[config.mk]
export PLATFORM = sky130hd
export DESIGN_NAME = conv_systolic_engine_flat
export DESIGN_NICKNAME = d
export VERILOG_FILES = /design/src/rtl/conv_systolic_engine_pkg.sv /design/src/rtl/conv_systolic_engine_if.sv /design/src/rtl/conv_pe.sv /design/src/rtl/conv_systolic_engine.sv /design/src/flat_wrapper.sv
export SDC_FILE = /design/constraint.sdc
export NUM_CORES = 1
export LEC_CHECK = 0
export BUFFER_PORTS_ARGS = -buffer_cell sky130_fd_sc_hd__clkbuf_2
export CELL_PAD_IN_SITES_DETAIL_PLACEMENT = 1
export CELL_PAD_IN_SITES_GLOBAL_PLACEMENT = 1
export CORE_MARGIN = 5
export CORE_UTILIZATION = 48
export CTS_BUF_LIST = sky130_fd_sc_hd__clkbuf_16
export CTS_CLUSTER_DIAMETER = 80
export CTS_CLUSTER_SIZE = 25
export DETAILED_ROUTE_END_ITERATION = 7
export MAX_ROUTING_LAYER = met4
export PLACE_DENSITY_LB_ADDON = 0.15
export SYNTH_ARGS = -nofsm -noshare
export SYNTH_HDL_FRONTEND = slang
export SYNTH_SLANG_ARGS = --single-unit
[constraint.sdc]
create_clock -name clk -period 6.1 [get_ports clk]
set_input_delay 0.61 -clock clk [delete_from_list [all_inputs] [get_ports clk]]
set_output_delay 0.61 -clock clk [all_outputs]
set_load 0.05 [all_outputs]
[src/rtl/conv_systolic_engine_pkg.sv]
// conv_engine_pkg: FSM state type, width helper and result scaling shared by the convolution engine
package conv_engine_pkg;
  typedef enum logic [1:0] {IDLE, LOAD, COMPUTE, DRAIN} state_t;
  function automatic int width_of(input int n);
    return n > 1 ? $clog2(n) : 1;
  endfunction
  // Shift the accumulator right, then clamp to the largest unsigned out_w-bit value.
  function automatic logic [63:0] sat_shift(input logic [63:0] acc, input int shift, input int out_w);
    logic [63:0] v, m;
    v = acc >> shift;
    m = (64'd1 << out_w) - 64'd1;
    return v > m ? m : v;
  endfunction
endpackage

[src/rtl/conv_systolic_engine_if.sv]
// conv_systolic_engine_if: operand input stream and result output stream of the convolution engine
//   in_valid/in_ready/in_data     : operand words towards the engine
//   out_valid/out_ready/out_data  : saturated results from the engine
//   out_idx                       : result index i*N+j
//   slave modport = engine side, master modport = producer/consumer side
interface conv_systolic_engine_if #(
  parameter int DATA_W = 8,
  parameter int OUT_W = 8,
  parameter int IDX_W = 2
);
  logic in_valid;
  logic in_ready;
  logic [DATA_W-1:0] in_data;
  logic out_valid;
  logic out_ready;
  logic [OUT_W-1:0] out_data;
  logic [IDX_W-1:0] out_idx;
  modport slave (
    input in_valid, in_data, out_ready,
    output in_ready, out_valid, out_data, out_idx
  );
  modport master (
    output in_valid, in_data, out_ready,
    input in_ready, out_valid, out_data, out_idx
  );
endinterface

[src/rtl/conv_pe.sv]
// conv_pe: output-stationary MAC cell with registered a (rightward) and b (downward) pass-through
//   clk, rst (async active-low), clr (zero all state), en (advance one MAC step)
//   a_in/b_in operands in, a_out/b_out delayed operands out, acc running sum
module conv_pe #(
  parameter int DATA_W = 8,
  parameter int ACC_W = 20
) (
  input  logic              clk,
  input  logic              rst,
  input  logic              clr,
  input  logic              en,
  input  logic [DATA_W-1:0] a_in,
  input  logic [DATA_W-1:0] b_in,
  output logic [DATA_W-1:0] a_out,
  output logic [DATA_W-1:0] b_out,
  output logic [ACC_W-1:0]  acc
);
  logic [2*DATA_W-1:0] prod;
  assign prod = a_in * b_in;
  always_ff @(posedge clk or negedge rst)
    if (!rst) begin
      a_out <= '0;
      b_out <= '0;
      acc <= '0;
    end else if (clr) begin
      a_out <= '0;
      b_out <= '0;
      acc <= '0;
    end else if (en) begin
      a_out <= a_in;
      b_out <= b_in;
      acc <= acc + ACC_W'(prod);
    end
endmodule

[src/rtl/conv_systolic_engine.sv]
// conv_systolic_engine: self-sequenced C = A(NxK) * B(KxN) on an NxN output-stationary systolic array
//   clk, rst (async active-low), start (sampled in IDLE)
//   busy (not IDLE), done (pulse after last result), overflow (sticky saturation flag for the job)
//   bus: operand stream in (2*N*K words, A row-major then B filter-major), results out in index order
module conv_systolic_engine
  import conv_engine_pkg::*;
#(
  parameter int N = 2,
  parameter int K = 9,
  parameter int DATA_W = 8,
  parameter int ACC_W = 20,
  parameter int OUT_W = 8,
  parameter int SHIFT = 0
) (
  input  logic clk,
  input  logic rst,
  input  logic start,
  output logic busy,
  output logic done,
  output logic overflow,
  conv_systolic_engine_if.slave bus
);
  localparam int NK = N * K;
  localparam int NN = N * N;
  localparam int AW = width_of(NK);
  localparam int IW = width_of(NN);
  localparam int CW = width_of(2 * NK);
  localparam logic [CW-1:0] LAST_WORD = CW'(2 * NK - 1);
  localparam logic [CW-1:0] LAST_CYC = CW'(K + 2 * N - 3);
  localparam logic [IW-1:0] LAST_OUT = IW'(NN - 1);

  if (ACC_W < 2 * DATA_W + $clog2(K)) begin : g_acc_check
    $error("ACC_W too narrow for DATA_W and K");
  end

  state_t state, nstate;
  logic [CW-1:0] cnt;
  logic [IW-1:0] oidx;
  logic [DATA_W-1:0] a_buf [NK];
  logic [DATA_W-1:0] b_buf [NK];
  logic [DATA_W-1:0] a_feed [N];
  logic [DATA_W-1:0] b_feed [N];
  logic [DATA_W-1:0] a_h [N][N+1];
  logic [DATA_W-1:0] b_v [N+1][N];
  logic [ACC_W-1:0] acc [NN];
  logic [63:0] sat_val;
  logic in_fire, out_fire, clr, en, sat_hit;

  assign in_fire = state == LOAD && bus.in_valid;
  assign out_fire = state == DRAIN && bus.out_ready;
  assign clr = state == IDLE && start;
  assign en = state == COMPUTE;
  assign sat_val = sat_shift(64'(acc[oidx]), SHIFT, OUT_W);
  // A clamped value differs from the plain shifted accumulator.
  assign sat_hit = (64'(acc[oidx]) >> SHIFT) != sat_val;
  assign busy = state != IDLE;
  assign bus.in_ready = state == LOAD;
  assign bus.out_valid = state == DRAIN;
  assign bus.out_data = state == DRAIN ? OUT_W'(sat_val) : '0;
  assign bus.out_idx = oidx;

  always_ff @(posedge clk or negedge rst)
    if (!rst) state <= IDLE;
    else state <= nstate;

  always_comb begin
    nstate = state;
    case (state)
      IDLE:    nstate = start ? LOAD : IDLE;
      LOAD:    nstate = in_fire && cnt == LAST_WORD ? COMPUTE : LOAD;
      COMPUTE: nstate = cnt == LAST_CYC ? DRAIN : COMPUTE;
      DRAIN:   nstate = out_fire && oidx == LAST_OUT ? IDLE : DRAIN;
      default: nstate = IDLE;
    endcase
  end

  // Skewed edge feeds: at compute cycle c, row i carries a[i][c-i] and column j carries b[c-j][j];
  // zeros outside the valid window. Buffer layouts a[i*K+k] and b[j*K+k] share the same index form.
  always_comb begin
    for (int i = 0; i < N; i++) begin
      a_feed[i] = '0;
      b_feed[i] = '0;
      if (state == COMPUTE && int'(cnt) >= i && int'(cnt) < i + K) begin
        a_feed[i] = a_buf[AW'(i * K + int'(cnt) - i)];
        b_feed[i] = b_buf[AW'(i * K + int'(cnt) - i)];
      end
    end
  end

  // cnt counts accepted words in LOAD and compute cycles in COMPUTE; it is back at 0 on each transition.
  always_ff @(posedge clk or negedge rst)
    if (!rst) begin
      cnt <= '0;
      oidx <= '0;
      done <= 1'b0;
      overflow <= 1'b0;
      for (int n = 0; n < NK; n++) begin
        a_buf[n] <= '0;
        b_buf[n] <= '0;
      end
    end else begin
      done <= out_fire && oidx == LAST_OUT;
      if (clr) begin
        cnt <= '0;
        oidx <= '0;
        overflow <= 1'b0;
      end
      if (in_fire) begin
        cnt <= cnt == LAST_WORD ? '0 : cnt + 1'b1;
        if (cnt < CW'(NK)) a_buf[AW'(cnt)] <= bus.in_data;
        else b_buf[AW'(cnt - CW'(NK))] <= bus.in_data;
      end
      if (state == COMPUTE) cnt <= cnt == LAST_CYC ? '0 : cnt + 1'b1;
      if (out_fire) begin
        oidx <= oidx == LAST_OUT ? '0 : oidx + 1'b1;
        overflow <= overflow | sat_hit;
      end
    end

  for (genvar i = 0; i < N; i++) begin : g_row
    assign a_h[i][0] = a_feed[i];
    assign b_v[0][i] = b_feed[i];
    for (genvar j = 0; j < N; j++) begin : g_col
      conv_pe #(.DATA_W(DATA_W), .ACC_W(ACC_W)) u_pe (
        .clk(clk),
        .rst(rst),
        .clr(clr),
        .en(en),
        .a_in(a_h[i][j]),
        .b_in(b_v[i][j]),
        .a_out(a_h[i][j+1]),
        .b_out(b_v[i+1][j]),
        .acc(acc[i*N+j])
      );
    end
  end
endmodule

[src/flat_wrapper.sv]
// flat-port wrapper written by rule: the top's interface ports become plain ports
module conv_systolic_engine_flat import conv_engine_pkg::*;
#(
  parameter int N = 2,
  parameter int K = 9,
  parameter int DATA_W = 8,
  parameter int ACC_W = 20,
  parameter int OUT_W = 8,
  parameter int SHIFT = 0
)
  (clk, rst, start, busy, done, overflow, bus_in_valid, bus_in_data, bus_out_ready, bus_in_ready, bus_out_valid, bus_out_data, bus_out_idx);
  conv_systolic_engine_if #(.DATA_W(DATA_W), .OUT_W(OUT_W), .IDX_W(2)) bus_i ();
  input  logic clk;
  input  logic rst;
  input  logic start;
  output logic busy;
  output logic done;
  output logic overflow;
  input wire logic [$bits(bus_i.in_valid)-1:0] bus_in_valid;
  input wire logic [$bits(bus_i.in_data)-1:0] bus_in_data;
  input wire logic [$bits(bus_i.out_ready)-1:0] bus_out_ready;
  output wire logic [$bits(bus_i.in_ready)-1:0] bus_in_ready;
  output wire logic [$bits(bus_i.out_valid)-1:0] bus_out_valid;
  output wire logic [$bits(bus_i.out_data)-1:0] bus_out_data;
  output wire logic [$bits(bus_i.out_idx)-1:0] bus_out_idx;
  assign bus_i.in_valid = bus_in_valid;
  assign bus_i.in_data = bus_in_data;
  assign bus_i.out_ready = bus_out_ready;
  assign bus_in_ready = bus_i.in_ready;
  assign bus_out_valid = bus_i.out_valid;
  assign bus_out_data = bus_i.out_data;
  assign bus_out_idx = bus_i.out_idx;
  conv_systolic_engine #(.N(N), .K(K), .DATA_W(DATA_W), .ACC_W(ACC_W), .OUT_W(OUT_W), .SHIFT(SHIFT)) u_core (.clk(clk), .rst(rst), .start(start), .busy(busy), .done(done), .overflow(overflow), .bus(bus_i));
endmodule
# Yosys cells after proc, flatten, opt, wreduce, memory -nomap -nowiden
# Index checks and enable logic that the tools add are counted.
[word_totals]
reg_bits = 412
in_bits = 13
output_inout_bits = 15
wordCells = 163
[op_classes]
addsub = 9
multipliers = 4
magnitude_cmp = 12
n_eq_ne = 7
n_mux = 58
bitwise_logic = 7
n_reduce_logical = 17
[op_table]
columns = ["cell", "count"]
rows = [
  ["144-bit bitwise mux", 2],
  ["20-bit 2-to-1 mux", 11],
  ["8-bit 2-to-1 mux", 23],
  ["8-bit binary-select mux with 5-bit select", 4],
  ["20-bit by 16-bit adder with 20-bit output", 4],
  ["8-bit demux with 5-bit select", 2],
  ["8-bit by 8-bit multiplier with 16-bit output", 4],
  ["20-bit by 64-bit != test with 1-bit output", 1],
  ["20-bit binary-select mux with 2-bit select", 1],
  ["6-bit 2-to-1 mux", 5],
  ["20-bit by 8-bit greater-than comparator with 1-bit output, second input constant", 1],
  ["5-bit by 6-bit >= comparator with 1-bit output, second input constant", 2],
  ["6-bit >= comparator, second input constant", 2],
  ["6-bit by 1-bit less-than comparator with 1-bit output, second input constant", 2],
  ["6-bit by 4-bit less-than comparator with 1-bit output, second input constant", 2],
  ["5-bit inverter with 6-bit output", 2],
  ["1-bit logical AND", 10],
  ["2-bit 2-to-1 mux", 5],
  ["5-bit inverter", 2],
  ["2-bit case mux with 4 select lines", 1],
  ["6-bit by 1-bit adder with 6-bit output, second input constant", 1],
  ["2-bit equality test, second input constant", 3],
  ["6-bit by 4-bit equality test with 1-bit output, second input constant", 1],
  ["6-bit equality test, second input constant", 1],
  ["other kinds (16)", 22],
]

# Depth between registers and ports, before layout
[logic_depth]
depth_word = 11
depth_mapped = 30
depth_no_buf = 23

# Cells and area by module
# A second synthesis with hierarchy kept.
[unflattened]
hier_cells = 2934
area_unflattened_um2 = 32119.6
[modules_own_cells]
columns = ["mod", "instances", "cells_each", "area_per_inst_um2", "seq_area_each_um2"]
rows = [
  ["conv_systolic_engine", 1, 1044, 15157.0, 7507.2],
  ["conv_pe (u_core.g_row[0].g_col[1].u_pe)", 1, 487, 4311.6, 900.9],
  ["conv_pe (u_core.g_row[0].g_col[0].u_pe)", 1, 476, 4229.1, 900.9],
  ["conv_pe (u_core.g_row[1].g_col[0].u_pe)", 1, 468, 4229.1, 900.9],
  ["conv_pe (u_core.g_row[1].g_col[1].u_pe)", 1, 459, 4192.8, 900.9],
]

# Worst setup path before layout
# OpenSTA, ideal clock, no wires.
[synth_path]
path_type = "register to register"
from = "reg u_core.cnt[0]"
to = "reg u_core.g_row[0].g_col[1].u_pe.acc[12]"
setup_time_ns = 0.122
arrival_time_ns = 6.359
t_required_ns = 5.978
slack_ns = -0.381
path_stages_with_launch = 29
path_buffers = 7
synth_period_minus_slack_ns = 6.481
cell_sequence = "dfrtp_1 > clkbuf_1 > buf_4 > buf_2 > buf_2 > inv_1 > ha_1 > clkbuf_1 > nand2_1 > nor2_1 > or3_1 > buf_6 > buf_6 > o22ai_4 > nand2_1 > fa_1 > inv_1 > fa_1 > fa_1 > inv_1 > fa_1 > inv_1 > ha_1 > o21ai_0 > nand2b_1 > a31oi_1 > o21ai_1 > or3_1 > a32o_1"
[synth_between]
elab_chain_cells = 11
elab_cells_between_ends = 15
classes_between = "add/sub (3); mul (1); order compare (2); mux (6); bitwise (1); reduce/logical (2)"
[synth_rtl]
columns = ["item", "line_no", "rtl"]
rows = [
  ["start, declared", "conv_systolic_engine.sv:37", "logic [CW-1:0] cnt;"],
  ["start signal, assigned", "conv_systolic_engine.sv:109", "cnt <= cnt == LAST_WORD ? '0 : cnt + 1'b1;"],
  ["start signal, assigned", "conv_systolic_engine.sv:113", "if (state == COMPUTE) cnt <= cnt == LAST_CYC ? '0 : cnt + 1'b1;"],
  ["4-bit by 5-bit adder with 5-bit output", "conv_systolic_engine.sv:85", "b_feed[i] = b_buf[AW'(i * K + int'(cnt) - i)];"],
  ["5-bit by 2-bit subtractor with 5-bit output", "conv_systolic_engine.sv:85", ""],
  ["5-bit inverter (not written as such)", "conv_systolic_engine.sv:85", ""],
  ["8-bit binary-select mux with 5-bit select", "conv_systolic_engine.sv:85", ""],
  ["8-bit 2-to-1 mux (not written as such) (2 in series)", "conv_systolic_engine.sv:85", ""],
  ["8-bit 2-to-1 mux (*)", "conv_systolic_engine.sv:83", "if (state == COMPUTE && int'(cnt) >= i && int'(cnt) < i + K) begin"],
  ["8-bit by 8-bit multiplier with 16-bit output (*)", "conv_pe.sv:19", "assign prod = a_in * b_in;"],
  ["20-bit by 16-bit adder with 20-bit output (*)", "conv_pe.sv:32", "acc <= acc + ACC_W'(prod);"],
  ["20-bit 2-to-1 mux (*)", "conv_pe.sv:29", "end else if (en) begin"],
  ["20-bit 2-to-1 mux (*)", "conv_pe.sv:25", "end else if (clr) begin"],
  ["end signal, assigned", "conv_pe.sv:32", ""],
  ["end, declared", "conv_pe.sv:16", "output logic [ACC_W-1:0] acc"],
]
# Mark *: on every way between the ends. The rest lies on a longest branch, timed or not. The select of a mux whose other input is x is not followed.
# A chain may end at the register's enable or synchronous reset.

# Worst setup path in the final report
[layout_path]
from = "reg u_core.cnt[0]"
to = "reg u_core.g_row[0].g_col[1].u_pe.acc[11]"
# Same word-level chain as after synthesis.

==> metrics.md <==
| Metric | Value |
|---|---|
| Clock Latency Late Sink | between 600 and 700 ps |
| Tmin final | between 6000 and 7000 ps |
| Max FO, Critical Path | 7 |
| Post-synth cell types | 70 |
| # Max-Cap Violations | 0 |
| Antenna Nets Post-Route | 0 |
| Final RePlAce weighted congestion | 0.8940 |
| Clock tree buffer depth | 3 |
| Starting Density | 0.4831 |
| Vert. Die Dim | 258.8 microns |
| Fraction of registers with async set/reset | 1.000 |
| Setup TNS | 0 ps |
| Layout cells sized above 1 | 0.2329 |
| Clock slew at reported path FFs | 90 ps |
| Post-CTS Hold Buffers | 0 |
| Mapped Area | 29700 sq um |
| YS warnings | 0 |
| Status | finished clean |
| CTS tree | built |
| PD cells | 319.9 nW/um^2 |
| Worst Skew | about 30 ps |
| IO Pins | 28 |
| Worst slew pin tran | 1013 ps |
| Setup WS post-layout | 57.25 ps |
| Number of clock sinks | a little over 400 |
| Crit path launch type | register |
| Initial antenna violation count | 0 |
| Syn Area/Cell | roughly 11 sq um |
| Vias in the first global route | roughly 23000 |
| Syn nets | 3129 |
| Cell Area, Placed | 31870 sq um |
| Hpwl dp | 59430 microns |
| First-pass GRT wire length | roughly 130000 microns |
| Endpoints failing setup | 0 |
| Die Wd | 258.8 microns |
| Fin. max-slew vios | 0 |
| Final nets | 3284 |
| Seq/Total Area, Yosys | 0.3471 |
| Core Box Area | 61480 sq um |
| Clock root cell | clkbuf_16 |
| Endpoints failing hold | 0 |
| WP data required | between 6000 and 7000 ps |
| Buffers on Ports | 27 |
| Unrepaired setup endpoints after global routing | true |
| Tcrit/Tclk final | 0.9906 |
| Via count | 21120 |
| # DRC | 0 |
| Vias/cell | between 5 and 6 |
| DR pass1 iterations | 5 |
| CP endpoint kind | register |
| Worst R2R Setup Slack | 60 ps |
| Area grow syn2layout | 14.93% |
| CTS buffer count | 31 |
| Tot GR Track Use | 0.2501 |
| # rows | 91 |
| Drt initial violations | 1070 |
| Drt total wl | 82490 microns |
| Critical path type | register to register |
| Diode count | 0 |
| Ys flop type | dfrtp_1 |
| Peak supply drop | 0.0002796 V |
| Fmax | 0.1655 GHz |
| Syn Inst Count | 2740 |
| Seq cells post-synth | 412 |
| Max_slew headroom | 0.3246 |
| Pre-CTS setup slack | -55.87 ps |
| GRT overflow | 0 |
| Lkg Pwr | 17.17 nW |
| Post-DR wirelength/cell | approximately 22 microns |
| Htree depth | 1 |
| Hold Path Class | input port to async pin |
| Number of synthesized flops with an enable pin | 0 |
| Die area | 66950 sq um |
| Final Cell Area | 34140 sq um |
| Critical Path AT | around 6500 ps |
| Largest net degree at the start of global routing | 165 |
## per-stage QoR
step	total power, mW	util	std cells	hold slack, ps
global route	11.53	0.5552	3705	64.36
floorplan	6.490	-	2740	314.4
detailed placement	8.174	0.5183	3609	471.0
global placement	7.944	0.5183	3609	458.1
finish	10.92	0.5552	3705	12.17
CTS	10.47	0.5365	3663	32.76
## registers in the layout, indices dropped and copies added (netlist names)
| register | flops |
|---|---|
| u_core.a_buf | 144 |
| u_core.b_buf | 144 |
| u_core.g_row.g_col.u_pe.acc | 80 |
| u_core.g_row.g_col.u_pe.a_out | 16 |
| u_core.g_row.g_col.u_pe.b_out | 16 |
| u_core.cnt | 6 |
| u_core.bus.out_idx | 2 |
| u_core.state | 2 |
| u_core.done | 1 |
| u_core.overflow | 1 |
## final cells by class
cell class / instances / area (sq um)
clock buffer: 31 / 775.7
clock inverter: 22 / 279.0
fill: 6502 / 27350
inverter: 382 / 1436
multi-input combinational: 1822 / 18200
sequential: 412 / 10320
tap: 790 / 988.4
timing repair buffer: 246 / 2143
## synthesized netlist by cell type (19+ instances only)
library cell	instances	area (sq um)
nand3_1	41	205.2
a21o_1	42	315.3
a21oi_1	71	355.3
o21ai_1	20	100.1
dfrtp_1	412	10310
o22ai_1	34	212.7
ha_1	176	2202
nor2_1	94	352.8
mux2_1	136	1531
and2_1	124	775.7
buf_1	19	71.32
clkbuf_1	89	334.1
mux2_2	157	1768
o21ai_0	84	420.4
nand2_1	251	942.2
inv_1	378	1419
fa_1	200	4004
mux4_2	72	1622
mux2i_1	48	480.5
## logic make-up (layout without fill, tap and decap cells)
logic type / after synthesis / count (layout) / share of synthesized area
AND/OR/NAND/NOR: 629 / 629 / 0.1023
buffers and inverters: 506 / 681 / 0.06534
multiplexers: 413 / 413 / 0.1819
flip-flops: 412 / 412 / 0.3471
adder cells (fa/ha/maj): 376 / 376 / 0.2089
AO/OA/AOI/OAI: 371 / 371 / 0.08472
XOR/XNOR: 33 / 33 / 0.009731
## per-layer routing
metal	up-vias	global-route usage	part of all wire
met4	0	0.04368	0.017
li1	9541	-	-
met1	11240	0.3300	0.45
met3	89	0.02095	0.022
met5	-	-	0
met2	252	0.4341	0.51
## report_power, final
part	internal [mW]	total, mW	switching (mW)
logic	2.24	4.84	2.60
registers	3.39	3.86	0.467
clock network	1.07	2.22	1.16
## worst max-delay path, stage by stage (launching register included)
cell and delay, ps:
dfrtp_4 600, buf_12 180, clkbuf_16 150, buf_6 110, mux4_2 350, mux2i_1 80, buf_4 160, buf_6 110
o22ai_4 330, nand2_2 90, fa_1 540, inv_2 40, fa_1 430, ha_1 300, inv_2 40, fa_1 510
inv_2 50, buf_6 110, fa_2 360, a21o_1 200, nand4_1 190, a21boi_2 120, o21a_1 220, or3_1 380
a32o_1 260
## cell usage in the layout, fill, tap and decap left out, types with 91 or more instances in the layout
master     n
dfrtp_1  409
inv_1    374
nand2_1  246
fa_1     194
buf_4    186
ha_1     158
mux2_2   155
mux2_1   136
and2_1   121
nor2_1    91
## path summary, 6_finish.rpt
| check | start | end | depth (start not counted) |
|---|---|---|---|
| worst max-delay path | u_core.cnt[0]$_DFFE_PN0P_ | u_core.g_row[0].g_col[1].u_pe.acc[11]$_DFFE_PN0P_ | 24 |
| worst min-delay path | rst | u_core.g_row[1].g_col[1].u_pe.acc[8]$_DFFE_PN0P_ | 1 |
| worst max register to register | u_core.cnt[0]$_DFFE_PN0P_ | u_core.g_row[0].g_col[1].u_pe.acc[11]$_DFFE_PN0P_ | 24 |
| worst min register to register | u_core.a_buf[8]$_DFFE_PN0P_ | u_core.a_buf[8]$_DFFE_PN0P_ | 1 |
| max in group asynchronous | rst | u_core.cnt[0]$_DFFE_PN0P_ | 2 |
| min in group clk | bus_out_ready | u_core.bus.out_idx[1]$_DFFE_PN0P_ | 3 |
## repair_timing
action                     CTS  global route
pin swaps                    1            51
gates cloned                 1             3
buffers inserted             0            39
gates resized for setup      7           154
setup endpoints to repair    9            29
Note: power is estimated with default switching activity, not from simulation.
